--- config.mk ---
export PLATFORM = sky130hd
export DESIGN_NAME = wb_cmd_master_flat
export DESIGN_NICKNAME = d
export VERILOG_FILES = /design/src/rtl/wb_cmd_master_if.sv /design/src/rtl/wb_cmd_master.sv /design/src/flat_wrapper.sv
export SDC_FILE = /design/constraint.sdc
export NUM_CORES = 1
export LEC_CHECK = 0
export BUFFER_PORTS_ARGS = -buffer_cell sky130_fd_sc_hd__buf_2
export CAP_MARGIN = 20
export CORE_UTILIZATION = 48
export DETAILED_ROUTE_END_ITERATION = 12
export GPL_ROUTABILITY_DRIVEN = 0
export PLACE_DENSITY = 0.82
export SETUP_SLACK_MARGIN = 0.15
export SLEW_MARGIN = 20
export SYNTH_ARGS = -nofsm -noshare
export SYNTH_HDL_FRONTEND = slang
export SYNTH_SLANG_ARGS = --single-unit
--- constraint.sdc ---
create_clock -name clk -period 2.39 [get_ports clk]
set_clock_uncertainty 0.15 [all_clocks]
set_input_delay 0.717 -clock clk [delete_from_list [all_inputs] [get_ports clk]]
set_output_delay 0.717 -clock clk [all_outputs]
set_load 0.01 [all_outputs]
--- src/rtl/wb_cmd_master_if.sv ---
// Wishbone B3 classic bus bundle shared by one initiator and one target.
// Upper address/data/select bits beyond the initiator's widths read as 0.
interface wb_if #(
   parameter int ADR_W = 32,
   parameter int DAT_W = 32,
   parameter int SEL_W = DAT_W / 8
) (
   input logic clk
);
   logic             cyc;
   logic             stb;
   logic             we;
   logic [ADR_W-1:0] adr;
   logic [DAT_W-1:0] dat_m2s;
   logic [DAT_W-1:0] dat_s2m;
   logic [SEL_W-1:0] sel;
   logic [2:0]       cti;
   logic [1:0]       bte;
   logic             ack;
   logic             err;
   logic             rty;

   modport mst (
      output cyc, stb, we, adr, dat_m2s, sel, cti, bte,
      input  dat_s2m, ack, err, rty
   );

   modport slv (
      input  clk, cyc, stb, we, adr, dat_m2s, sel, cti, bte,
      output dat_s2m, ack, err, rty
   );
endinterface

--- src/rtl/wb_cmd_master.sv ---
// Single-word command to Wishbone B3 classic cycle bridge with err/rty
// handling and a per-attempt timeout so a dead slave cannot hang the caller.
module wb_cmd_master #(
   parameter int ADR_W     = 32,
   parameter int DAT_W     = 32,
   parameter int SEL_W     = DAT_W / 8,
   parameter int TIMEOUT   = 255,
   parameter int MAX_RETRY = 3,
   parameter int RETRY_GAP = 4
) (
   input  logic             clk,
   input  logic             rst,
   wb_if.mst                wb,
   input  logic             cmd_valid,
   output logic             cmd_ready,
   input  logic             cmd_we,
   input  logic [ADR_W-1:0] cmd_adr,
   input  logic [DAT_W-1:0] cmd_dat,
   input  logic [SEL_W-1:0] cmd_sel,
   output logic             rsp_valid,
   input  logic             rsp_ready,
   output logic [DAT_W-1:0] rsp_dat,
   output logic [1:0]       rsp_status,
   output logic             busy
);
   localparam int RW = (MAX_RETRY > 0) ? $clog2(MAX_RETRY + 1) : 1;
   localparam int GW = (RETRY_GAP > 1) ? $clog2(RETRY_GAP + 1) : 1;
   localparam logic [RW-1:0] RTY_MAX  = RW'(MAX_RETRY);
   localparam logic [GW-1:0] GAP_LAST = GW'(RETRY_GAP - 1);
   localparam logic [15:0]   TMO_LAST = 16'(TIMEOUT - 1);

   localparam logic [1:0] ST_OK  = 2'b00;
   localparam logic [1:0] ST_ERR = 2'b01;
   localparam logic [1:0] ST_TMO = 2'b10;
   localparam logic [1:0] ST_RTX = 2'b11;

   typedef enum logic [1:0] {S_IDLE, S_BUS, S_GAP, S_RESP} state_t;

   state_t           state_q, state_d;
   logic             cyc_q, cyc_d;
   logic             we_q, we_d;
   logic [ADR_W-1:0] adr_q, adr_d;
   logic [DAT_W-1:0] dat_q, dat_d;
   logic [SEL_W-1:0] sel_q, sel_d;
   logic             cmd_ready_q, cmd_ready_d;
   logic             rsp_valid_q, rsp_valid_d;
   logic [DAT_W-1:0] rsp_dat_q, rsp_dat_d;
   logic [1:0]       rsp_status_q, rsp_status_d;
   logic             busy_q, busy_d;
   logic [15:0]      tmo_q, tmo_d;
   logic [RW-1:0]    rty_cnt_q, rty_cnt_d;
   logic [GW-1:0]    gap_q, gap_d;
   logic [DAT_W-1:0] rdat;

   assign rdat = wb.dat_s2m[DAT_W-1:0];

   always_comb begin
      state_d      = state_q;
      cyc_d        = cyc_q;
      we_d         = we_q;
      adr_d        = adr_q;
      dat_d        = dat_q;
      sel_d        = sel_q;
      cmd_ready_d  = cmd_ready_q;
      rsp_valid_d  = rsp_valid_q;
      rsp_dat_d    = rsp_dat_q;
      rsp_status_d = rsp_status_q;
      tmo_d        = tmo_q;
      rty_cnt_d    = rty_cnt_q;
      gap_d        = gap_q;
      unique case (state_q)
         S_IDLE: begin
            if (cmd_valid) begin
               state_d     = S_BUS;
               cyc_d       = 1'b1;
               we_d        = cmd_we;
               adr_d       = cmd_adr;
               dat_d       = cmd_dat;
               sel_d       = cmd_sel;
               cmd_ready_d = 1'b0;
               rty_cnt_d   = '0;
               tmo_d       = '0;
            end
         end
         S_BUS: begin
            // err wins over ack so a faulting slave is never reported OK
            if (wb.err || wb.ack || wb.rty || tmo_q == TMO_LAST) begin
               cyc_d       = 1'b0;
               state_d     = S_RESP;
               rsp_valid_d = 1'b1;
               rsp_dat_d   = '0;
               if (wb.err) begin
                  rsp_status_d = ST_ERR;
               end else if (wb.ack) begin
                  rsp_status_d = ST_OK;
                  rsp_dat_d    = we_q ? '0 : rdat;
               end else if (wb.rty) begin
                  rsp_status_d = ST_RTX;
                  if (rty_cnt_q != RTY_MAX) begin
                     state_d     = S_GAP;
                     rsp_valid_d = 1'b0;
                     rsp_dat_d   = rsp_dat_q;
                     rsp_status_d = rsp_status_q;
                     rty_cnt_d   = rty_cnt_q + 1'b1;
                     gap_d       = '0;
                  end
               end else begin
                  rsp_status_d = ST_TMO;
               end
            end else begin
               tmo_d = tmo_q + 16'd1;
            end
         end
         S_GAP: begin
            if (gap_q == GAP_LAST) begin
               state_d = S_BUS;
               cyc_d   = 1'b1;
               tmo_d   = '0;
            end else begin
               gap_d = gap_q + 1'b1;
            end
         end
         S_RESP: begin
            if (rsp_ready) begin
               state_d     = S_IDLE;
               rsp_valid_d = 1'b0;
               cmd_ready_d = 1'b1;
            end
         end
         default: state_d = S_IDLE;
      endcase
      busy_d = (state_d != S_IDLE);
   end

   always_ff @(posedge clk) begin
      if (rst) begin
         state_q      <= S_IDLE;
         cyc_q        <= 1'b0;
         we_q         <= 1'b0;
         adr_q        <= '0;
         dat_q        <= '0;
         sel_q        <= '0;
         cmd_ready_q  <= 1'b1;
         rsp_valid_q  <= 1'b0;
         rsp_dat_q    <= '0;
         rsp_status_q <= ST_OK;
         busy_q       <= 1'b0;
         tmo_q        <= '0;
         rty_cnt_q    <= '0;
         gap_q        <= '0;
      end else begin
         state_q      <= state_d;
         cyc_q        <= cyc_d;
         we_q         <= we_d;
         adr_q        <= adr_d;
         dat_q        <= dat_d;
         sel_q        <= sel_d;
         cmd_ready_q  <= cmd_ready_d;
         rsp_valid_q  <= rsp_valid_d;
         rsp_dat_q    <= rsp_dat_d;
         rsp_status_q <= rsp_status_d;
         busy_q       <= busy_d;
         tmo_q        <= tmo_d;
         rty_cnt_q    <= rty_cnt_d;
         gap_q        <= gap_d;
      end
   end

   always_comb begin
      wb.cyc                = cyc_q;
      wb.stb                = cyc_q;
      wb.we                 = we_q;
      wb.adr                = '0;
      wb.adr[ADR_W-1:0]     = adr_q;
      wb.dat_m2s            = '0;
      wb.dat_m2s[DAT_W-1:0] = dat_q;
      wb.sel                = '0;
      wb.sel[SEL_W-1:0]     = sel_q;
      wb.cti                = 3'b000;
      wb.bte                = 2'b00;
   end

   assign cmd_ready  = cmd_ready_q;
   assign rsp_valid  = rsp_valid_q;
   assign rsp_dat    = rsp_dat_q;
   assign rsp_status = rsp_status_q;
   assign busy       = busy_q;
endmodule

--- src/flat_wrapper.sv ---
// flat-port wrapper written by rule: the top's interface ports become plain ports
module wb_cmd_master_flat 
#(
   parameter int ADR_W     = 32,
   parameter int DAT_W     = 32,
   parameter int SEL_W     = DAT_W / 8,
   parameter int TIMEOUT   = 255,
   parameter int MAX_RETRY = 3,
   parameter int RETRY_GAP = 4
)
  (clk, rst, cmd_valid, cmd_ready, cmd_we, cmd_adr, cmd_dat, cmd_sel, rsp_valid, rsp_ready, rsp_dat, rsp_status, busy, wb_cyc, wb_stb, wb_we, wb_adr, wb_dat_m2s, wb_sel, wb_cti, wb_bte, wb_dat_s2m, wb_ack, wb_err, wb_rty);
  wb_if #(.ADR_W(ADR_W), .DAT_W(DAT_W), .SEL_W(SEL_W)) wb_i (.clk(clk));
  input  logic clk;
  input  logic rst;
  input  logic cmd_valid;
  output logic cmd_ready;
  input  logic cmd_we;
  input  logic [ADR_W-1:0] cmd_adr;
  input  logic [DAT_W-1:0] cmd_dat;
  input  logic [SEL_W-1:0] cmd_sel;
  output logic rsp_valid;
  input  logic rsp_ready;
  output logic [DAT_W-1:0] rsp_dat;
  output logic [1:0] rsp_status;
  output logic busy;
  output wire logic [$bits(wb_i.cyc)-1:0] wb_cyc;
  output wire logic [$bits(wb_i.stb)-1:0] wb_stb;
  output wire logic [$bits(wb_i.we)-1:0] wb_we;
  output wire logic [$bits(wb_i.adr)-1:0] wb_adr;
  output wire logic [$bits(wb_i.dat_m2s)-1:0] wb_dat_m2s;
  output wire logic [$bits(wb_i.sel)-1:0] wb_sel;
  output wire logic [$bits(wb_i.cti)-1:0] wb_cti;
  output wire logic [$bits(wb_i.bte)-1:0] wb_bte;
  input wire logic [$bits(wb_i.dat_s2m)-1:0] wb_dat_s2m;
  input wire logic [$bits(wb_i.ack)-1:0] wb_ack;
  input wire logic [$bits(wb_i.err)-1:0] wb_err;
  input wire logic [$bits(wb_i.rty)-1:0] wb_rty;
  assign wb_cyc = wb_i.cyc;
  assign wb_stb = wb_i.stb;
  assign wb_we = wb_i.we;
  assign wb_adr = wb_i.adr;
  assign wb_dat_m2s = wb_i.dat_m2s;
  assign wb_sel = wb_i.sel;
  assign wb_cti = wb_i.cti;
  assign wb_bte = wb_i.bte;
  assign wb_i.dat_s2m = wb_dat_s2m;
  assign wb_i.ack = wb_ack;
  assign wb_i.err = wb_err;
  assign wb_i.rty = wb_rty;
  wb_cmd_master #(.ADR_W(ADR_W), .DAT_W(DAT_W), .SEL_W(SEL_W), .TIMEOUT(TIMEOUT), .MAX_RETRY(MAX_RETRY), .RETRY_GAP(RETRY_GAP)) u_core (.clk(clk), .rst(rst), .wb(wb_i), .cmd_valid(cmd_valid), .cmd_ready(cmd_ready), .cmd_we(cmd_we), .cmd_adr(cmd_adr), .cmd_dat(cmd_dat), .cmd_sel(cmd_sel), .rsp_valid(rsp_valid), .rsp_ready(rsp_ready), .rsp_dat(rsp_dat), .rsp_status(rsp_status), .busy(busy));
endmodule
### Word level (Yosys, flattened, before mapping)

Index checks and enable logic that the tools add are counted.

| cells by class | value |
|---|---|
| equal/unequal tests | 17 |
| add/sub/neg operators | 3 |
| reduce and logical (&&, ||, !) cells | 18 |
| mux-type cells | 50 |

Operator list:

| cell | count |
|---|---|
| $mux 32 | 5 |
| $mux 16 | 3 |
| $pmux 16 s3 | 1 |
| $mux 2 | 17 |
| $mux 3 | 6 |
| $add 16x1->16 const B | 1 |
| $eq 16x8->1 const B | 1 |
| $ne 2x2->1 const B | 8 |
| $reduce_and 7->1 | 2 |
| $mux 1 | 12 |
| $reduce_bool 2->1 | 5 |
| $reduce_and 3->1 | 3 |
| $pmux 2 s4 | 1 |
| $reduce_and 4->1 | 2 |
| $ne 2x1->1 const B | 3 |
| $pmux 3 s2 | 1 |
| $eq 2x2->1 const B | 2 |
| $ne 4x4->1 const B | 1 |
| $pmux 1 s2 | 2 |
| $pmux 2 s2 | 1 |
| $add 3x1->3 const B | 1 |
| $eq 3x2->1 const B | 1 |
| $logic_or 1x1->1 | 3 |
| $pmux 1 s3 | 1 |
| 5 further kinds | 5 |

| storage, ports and cells | value |
|---|---|
| input port bits | 108 |
| bits in registers | 130 |

### Depth between registers and ports, before layout

Gate-level depths: netlist (run 1).

| depth | value |
|---|---|
| depth after elaboration | 8 |
| gate-level depth with buffers | 8 |
| depth with buffers taken out | 7 |

### Worst setup path before layout (run 1)

No wires, ideal clock.

| timing | value |
|---|---|
| path type | input -> register |
| start | input port wb_err |
| end | register u_core.tmo_q[4] |
| data arrival time | 2.089 ns |
| stages on the path | 5 |
| path slack | 0.080 ns |
| cells stage by stage | or3_1 a221oi_2 o211ai_1 or3_1 a21oi_1 |

| on the way | value |
|---|---|
| word-level cells in the longest chain between the ends | 5 |

RTL lines:

| element | line | RTL |
|---|---|---|
| from (decl) | flat_wrapper.sv:36 | `input wire logic [$bits(wb_i.err)-1:0] wb_err;` |
| $logic_or 1x1->1 (3 in a row) | wb_cmd_master.sv:87 | `if (wb.err \|\| wb.ack \|\| wb.rty \|\| tmo_q == TMO_LAST) begin` |
| $ne 2x2->1 (no source line) | - |  |
| $reduce_and 4->1 (no source line) | - |  |
| to (signal assigned) | wb_cmd_master.sv:163 | `tmo_q <= tmo_d;` |
| to (decl) | wb_cmd_master.sv:50 | `logic [15:0] tmo_q, tmo_d;` |

No other way between the ends.
A chain may end at the register's enable or synchronous reset.

### Worst setup path in the final report (run 1)

| timing | value |
|---|---|
| start | register u_core.gap_q[1] |
| end | register u_core.tmo_q[13] |

| on the way | value |
|---|---|
| word-level cells in the longest chain between the ends | 3 |

RTL lines:

| element | line | RTL |
|---|---|---|
| from (decl) | wb_cmd_master.sv:52 | `logic [GW-1:0] gap_q, gap_d;` |
| from (signal assigned) | wb_cmd_master.sv:165 | `gap_q <= gap_d;` |
| $eq 3x2->1 | wb_cmd_master.sv:115 | `if (gap_q == GAP_LAST) begin` |
| $ne 2x1->1 (no source line) | - |  |
| $reduce_and 4->1 (no source line) | - |  |

No other way between the ends.

==> impl_metrics.tcl, run 1 <==
set metrics [dict create \
    status "complete, no violations" \
    finalCriticalPeriod_ps 2240 \
    yosysSeqAreaShare_pct 50.3 \
    cp_max_fo 6 \
    clk_path_buf_depth 2 \
    worstSetupEndpointType "flip-flop" \
    cts_tree "done" \
    arrival_ps 2530 \
    whs_ps 291 \
    areaGrowthSynthToFinish_pct 40.6 \
    firstDrtPassIters 5 \
    worstMarginPinSlew_ps 721 \
    wl_per_cell_um 13.4 \
    fp-row-count 37 \
    crit_path_start_kind "flip-flop" \
    die_w_um 106 \
    grt_pass1_wl_um 22000 \
    nNetsFinal 982 \
    fp.coreArea_mm2 0.0104 \
    io_buffers 215 \
    seq_power_share_pct 42.2 \
    synth.top_cell.area_share_pct 50.3 \
    diodes 0 \
    max_cap_violations 0 \
    yosysWarningCount 0 \
    dp_hpwl_um 9410 \
    antenna_left 0 \
    path_class "reg -> reg" \
    regToRegEndpoint "u_core.tmo_q[13]" \
    hold_class "in -> reg" \
    comb_power_share_pct 15.2 \
    cts_sinks 130 \
    synth.distinct_cells 48 \
    clkPwrFrac_pct 42.6 \
    hold_path_end "u_core.wb.adr[21]" \
    hold_buffers 0 \
    synth.ff_latch_count 130 \
    r2r_start "u_core.gap_q[1]" \
    fin_crit_sh_pct 93.7 \
    worstPathRequired_ps 2680 \
    numCtsBuffers 17 \
    route.detailed.drc 0 \
    yosysTopAreaCell "dfxtp_1" \
    powerDensity_mw_per_mm2 773 \
    ys_async_sr_fraction_pct 0 \
    clockRootBuffer "clkbuf_8" \
    reg2regPathDepth 7 \
    floorplan.initialDensity_pct 49.9 \
    synth_area_leaders "dfxtp_1 (50%), nand2_1 (16%), a21oi_1 (8.6%)" \
    synth_cells 630 \
    final_cell_mix "nand2_1 (220), buf_2 (215), dfxtp_1 (127)" \
    drv_slew 0 \
    antenna_found_initial 0 \
    via_per_inst 5.12 \
    power_leakage_nw 3.25 \
    r2r_slack_ps 150 \
    grt_pass1_vias 4873 \
    clk-insertion-delay-late_ps 510 \
    holdCritStartpoint "cmd_adr[21]" \
    design_area_mm2 0.00727 \
    avgSynthCellArea_um2 8.21 \
    clk_pin_slew_ps 60 \
    io_pins 221 \
    ys.flop_type "dfxtp_1" \
    grt_use_total_pct 24.3 \
    drt_iter0_markers 269 \
    clock.fmax_mhz 446 \
    netlist_area_mm2 0.00517 \
    drive_gt1_share_pct 35.2 \
    swShare_pct 25.8 \
    hold-path-cell-count 3 \
    layout_commonest_cell "nand2_1" \
    h-tree-depth 4 \
    grt-ovfl-total 0 \
    worst_slew_margin_rel_pct 51.9 \
    place_area_mm2 0.00660 \
    setup_viol 0 \
    routed_wl_um 13600 \
    ir_drop_mv 0.531 \
    internal-power_w 0.00417 \
    utilization_pct 70.1 \
    fp.dieArea_mm2 0.0112 \
    synth-edff-count 0 \
    power.switching_w 0.00145 \
    grt_setup_unrepaired "true" \
    die_h_um 106 \
    hold_violations 0 \
    grt_max_degree 71 \
    via_count 5200 \
]
registers in the layout, summed over array words and instances (netlist names):
name               count
u_core.busy            1
u_core.tmo_q          16
u_core.wb.adr         32
u_core.rsp_dat        32
u_core.wb.sel          4
u_core.wb.cyc          1
u_core.wb.dat_m2s     32
u_core.state_q         2
u_core.wb.we           1
u_core.rty_cnt_q       2
u_core.cmd_ready       1
u_core.gap_q           3
u_core.rsp_status      2
u_core.rsp_valid       1
worst max path at each step:
stage	endpoint	cells after the start	startpoint	slack, ps
after floorplan	u_core.tmo_q[4]	5	wb_err	110
after detailed placement	u_core.tmo_q[7]	6	wb_err	-100
final	u_core.tmo_q[13]	7	u_core.gap_q[1]	150
after global placement	u_core.tmo_q[5]	6	wb_err	-60
after global routing	u_core.tmo_q[13]	7	u_core.gap_q[1]	50
after CTS	u_core.tmo_q[13]	7	u_core.gap_q[0]	150
power groups by stage:
stage                     registers [W]  clock network [W]  logic (W)
after global placement          0.00241                  0   0.000830
after detailed placement        0.00241                  0   0.000839
after global routing            0.00239            0.00254   0.000935
after floorplan                 0.00246                  0   0.000400
final                           0.00237            0.00240   0.000856
after CTS                       0.00237            0.00243   0.000847
kinds of logic after synthesis:
family / Yosys count / synth area share, %
and+or+nand+nor: 279 / 23.4
DFF: 130 / 50.3
muxes: 33 / 6.38
other: 1 / 0.0725
AOI/OAI and AO/OA: 127 / 13.9
buffers and inverters: 54 / 4.64
adders and majority gates: 5 / 1.21
xor gates and xnor gates: 1 / 0.169
stage by stage:
step	total power, W	setup slack (ps)	TNS (ps)	instances
floorplan	0.00286	109	0	634
global placement	0.00324	-57.3	-256	977
detailed placement	0.00325	-98.5	-421	977
CTS	0.00565	152	0	1010
global route	0.00586	49.1	0	1016
finish	0.00562	150	0	1016
metal layers:
layer,part of all wire (%),track usage [%],vias up,routed length (µm)
met2,51,41.5,183,6900
li1,-,-,2582,-
met5,0,0,-,0
met1,42,28.6,2409,5670
met4,2.0,9.13,0,271
met3,5.9,7.42,26,806
Yosys cell counts (2+ instances only):
cell type and number:
o21ai_0 16, nand4_1 3, clkbuf_1 30, nand3_1 6, inv_1 11, buf_4 10, nand2_1 220, and4_1 2
mux2i_1 33, o22ai_1 2, a21oi_1 89, and3_1 2, nand2b_1 3, nor3_1 3, buf_1 3, nor2_1 10
ha_1 5, nor2b_1 2, o211ai_1 4, a22oi_1 2, dfxtp_1 130, or4_1 4, o21ai_1 2, or3_1 11
o31ai_1 4
critical path, cell delays in order, from the launching register on:
cell	delay, ps
dfxtp_2	350
ha_4	140
ha_4	140
nand2b_4	70
a2111oi_4	470
nand3_2	180
or4_4	540
a21oi_2	110
cell type report:
type / instances / area (µm²)
timing repair buffer: 259 / 1480
sequential: 130 / 2610
fill: 858 / 3100
clock inverter: 10 / 113
inverter: 11 / 41.3
tap: 136 / 170
multi-input combinational: 450 / 2420
clock buffer: 20 / 435
what timing repair did:
| item | CTS | global route |
|---|---|---|
| setup buffers | 3 | 6 |
| endpoints found under the setup margin | 3 | 35 |
| resized for setup | 1 | 13 |
| gates cloned | 0 | 0 |
| pin swaps | 2 | 10 |
Power figures use the tool's default switching activity.
==> run 2: changes to the inputs <==
==> constraint.sdc (replaced) <==
create_clock -name clk -period 2.39 [get_ports clk]
set_clock_uncertainty 0.15 [all_clocks]
set_input_delay 0.478 -clock clk [delete_from_list [all_inputs] [get_ports clk]]
set_output_delay 0.478 -clock clk [all_outputs]
set_load 0.01 [all_outputs]
==> impl_metrics.tcl, run 2 (synthesis gave the netlist of run 1 again) <==
set metrics [dict create \
    status "complete, no violations" \
    areaGrowthSynthToFinish_pct 39.3 \
    arrival_ps 2570 \
    seq_power_share_pct 40.8 \
    power_leakage_nw 3.19 \
    fp-row-count 37 \
    cts_tree "done" \
    antenna_found_initial 0 \
    drv_slew 0 \
    numCtsBuffers 17 \
    cp_max_fo 5 \
    dp_hpwl_um 9240 \
    via_per_inst 4.96 \
    antenna_left 0 \
    fp.dieArea_mm2 0.0112 \
    die_w_um 106 \
    nNetsFinal 967 \
    fill_cells 908 \
    clockRootBuffer "clkbuf_8" \
    ir_drop_mv 0.489 \
    clk-insertion-delay-late_ps 510 \
    clock.fmax_mhz 438 \
    drive_gt1_share_pct 34.4 \
    grt_pass1_vias 4611 \
    path_class "reg -> reg" \
    internal-power_w 0.00428 \
    worstSetupEndpointType "flip-flop" \
    busiest_layer "met2" \
    grt_setup_unrepaired "true" \
    layout_commonest_cell "nand2_1" \
    power_w 0.00580 \
    die_h_um 106 \
    firstDrtPassIters 6 \
    swShare_pct 26.3 \
    io_buffers 215 \
    clk_pin_slew_ps 60 \
    cts_sinks 130 \
    final_cell_mix "nand2_1 (220), buf_2 (215), dfxtp_1 (128)" \
    comb_power_share_pct 13.9 \
    hold_class "in -> reg" \
    power.switching_w 0.00152 \
    hold_buffers 0 \
    finalCriticalPeriod_ps 2280 \
    globalRouteMet1Util_pct 28.2 \
    worstPathRequired_ps 2680 \
    route.detailed.drc 0 \
    diodes 0 \
    clk_path_buf_depth 2 \
    worstMarginPinSlew_ps 647 \
    io_pins 221 \
    grt_use_total_pct 23.7 \
    wl_per_cell_um 13.3 \
    grt-ovfl-total 0 \
    grt_use_met3_pct 6.99 \
    use_met2_pct 40.8 \
    fin_crit_sh_pct 95.6 \
    hold_violations 0 \
    routed_wl_um 13400 \
    max_cap_violations 0 \
    clkPwrFrac_pct 45.2 \
    finalSetupTns_ps 0 \
    crit_path_start_kind "flip-flop" \
    h-tree-depth 4 \
    floorplan.initialDensity_pct 49.9 \
    worst_slew_margin_rel_pct 56.9 \
    grt_max_degree 63 \
    powerDensity_mw_per_mm2 805 \
    grt_pass1_wl_um 21300 \
    setup_viol 0 \
    drt_iter0_markers 246 \
    fp.coreArea_mm2 0.0104 \
    via_count 4974 \
]
run 2: changes by cell type in the layout (fill, tap and decap cells not counted), moves of 2 or more:
cell / previous run / this run
clkinv_2: 4 / 0
buf_4: 38 / 22
clkbuf_1: 2 / 0
buf_12: 6 / 4
buf_6: 0 / 3
o31ai_1: 4 / 2
inv_6: 0 / 3
run 2: final timing paths:
path                     from                 to  slack (ps)  depth (start not counted)
min reg2reg  u_core.wb.adr[1]   u_core.wb.adr[1]         300                          2
min               cmd_adr[29]  u_core.wb.adr[29]          50                          3
max reg2reg   u_core.gap_q[1]   u_core.tmo_q[11]         110                          8
max           u_core.gap_q[1]   u_core.tmo_q[11]         110                          8
run 2: through the flow:
step	hold slack, ps	std cells	utilization, %	area, µm²	setup WS (ps)
after floorplan	275	634	-	5190	180
after global routing	30.2	1002	69.5	7200	-1.21
after CTS	26.3	998	68.6	7120	154
after global placement	288	964	62.4	6470	122
final	46.2	1002	69.5	7200	106
after detailed placement	293	964	62.4	6470	65.6
run 2: cell type report:
type,count,area [µm²],share of cell area (%)
Timing Repair Buffer,244,1360,18.8
Inverter,11,41.3,0.573
Sequential cell,130,2610,36.2
Clock inverter,13,176,2.45
Clock buffer,18,428,5.94
Tap cell,136,170,2.36
Multi-Input combinational cell,450,2430,33.7
run 2: timing repair:
item,in CTS,in global routing
buffers inserted,3,4
gates resized for setup,4,13
endpoints found under the setup margin,3,38
pin swaps,5,9
run 2: layer usage:
| metal | up-vias | wire, µm | share of wire (%) |
|---|---|---|---|
| li1 | 2554 | - | - |
| met1 | 2265 | 5670 | 42 |
| met2 | 140 | 6670 | 50 |
| met3 | 15 | 862 | 6.4 |
| met4 | 0 | 163 | 1.2 |
| met5 | - | 0 | 0 |
run 2: critical path, stage by stage, from the launching register on:
cell and delay (ps):
dfxtp_2 350, ha_4 140, ha_4 140, nand2b_4 70, a2111oi_4 480, nand3_2 200, buf_6 160, or3_1 370
a21oi_2 160
run 2: power by group through the flow:
stage	clock (W)	sequential [W]	combinational, W
4_1_cts	0.00267	0.00237	0.000807
3_5_place_dp	0	0.00241	0.000801
3_3_place_gp	0	0.00241	0.000791
6_report	0.00262	0.00237	0.000807
2_1_floorplan	0	0.00246	0.000400
5_1_grt	0.00277	0.00238	0.000886
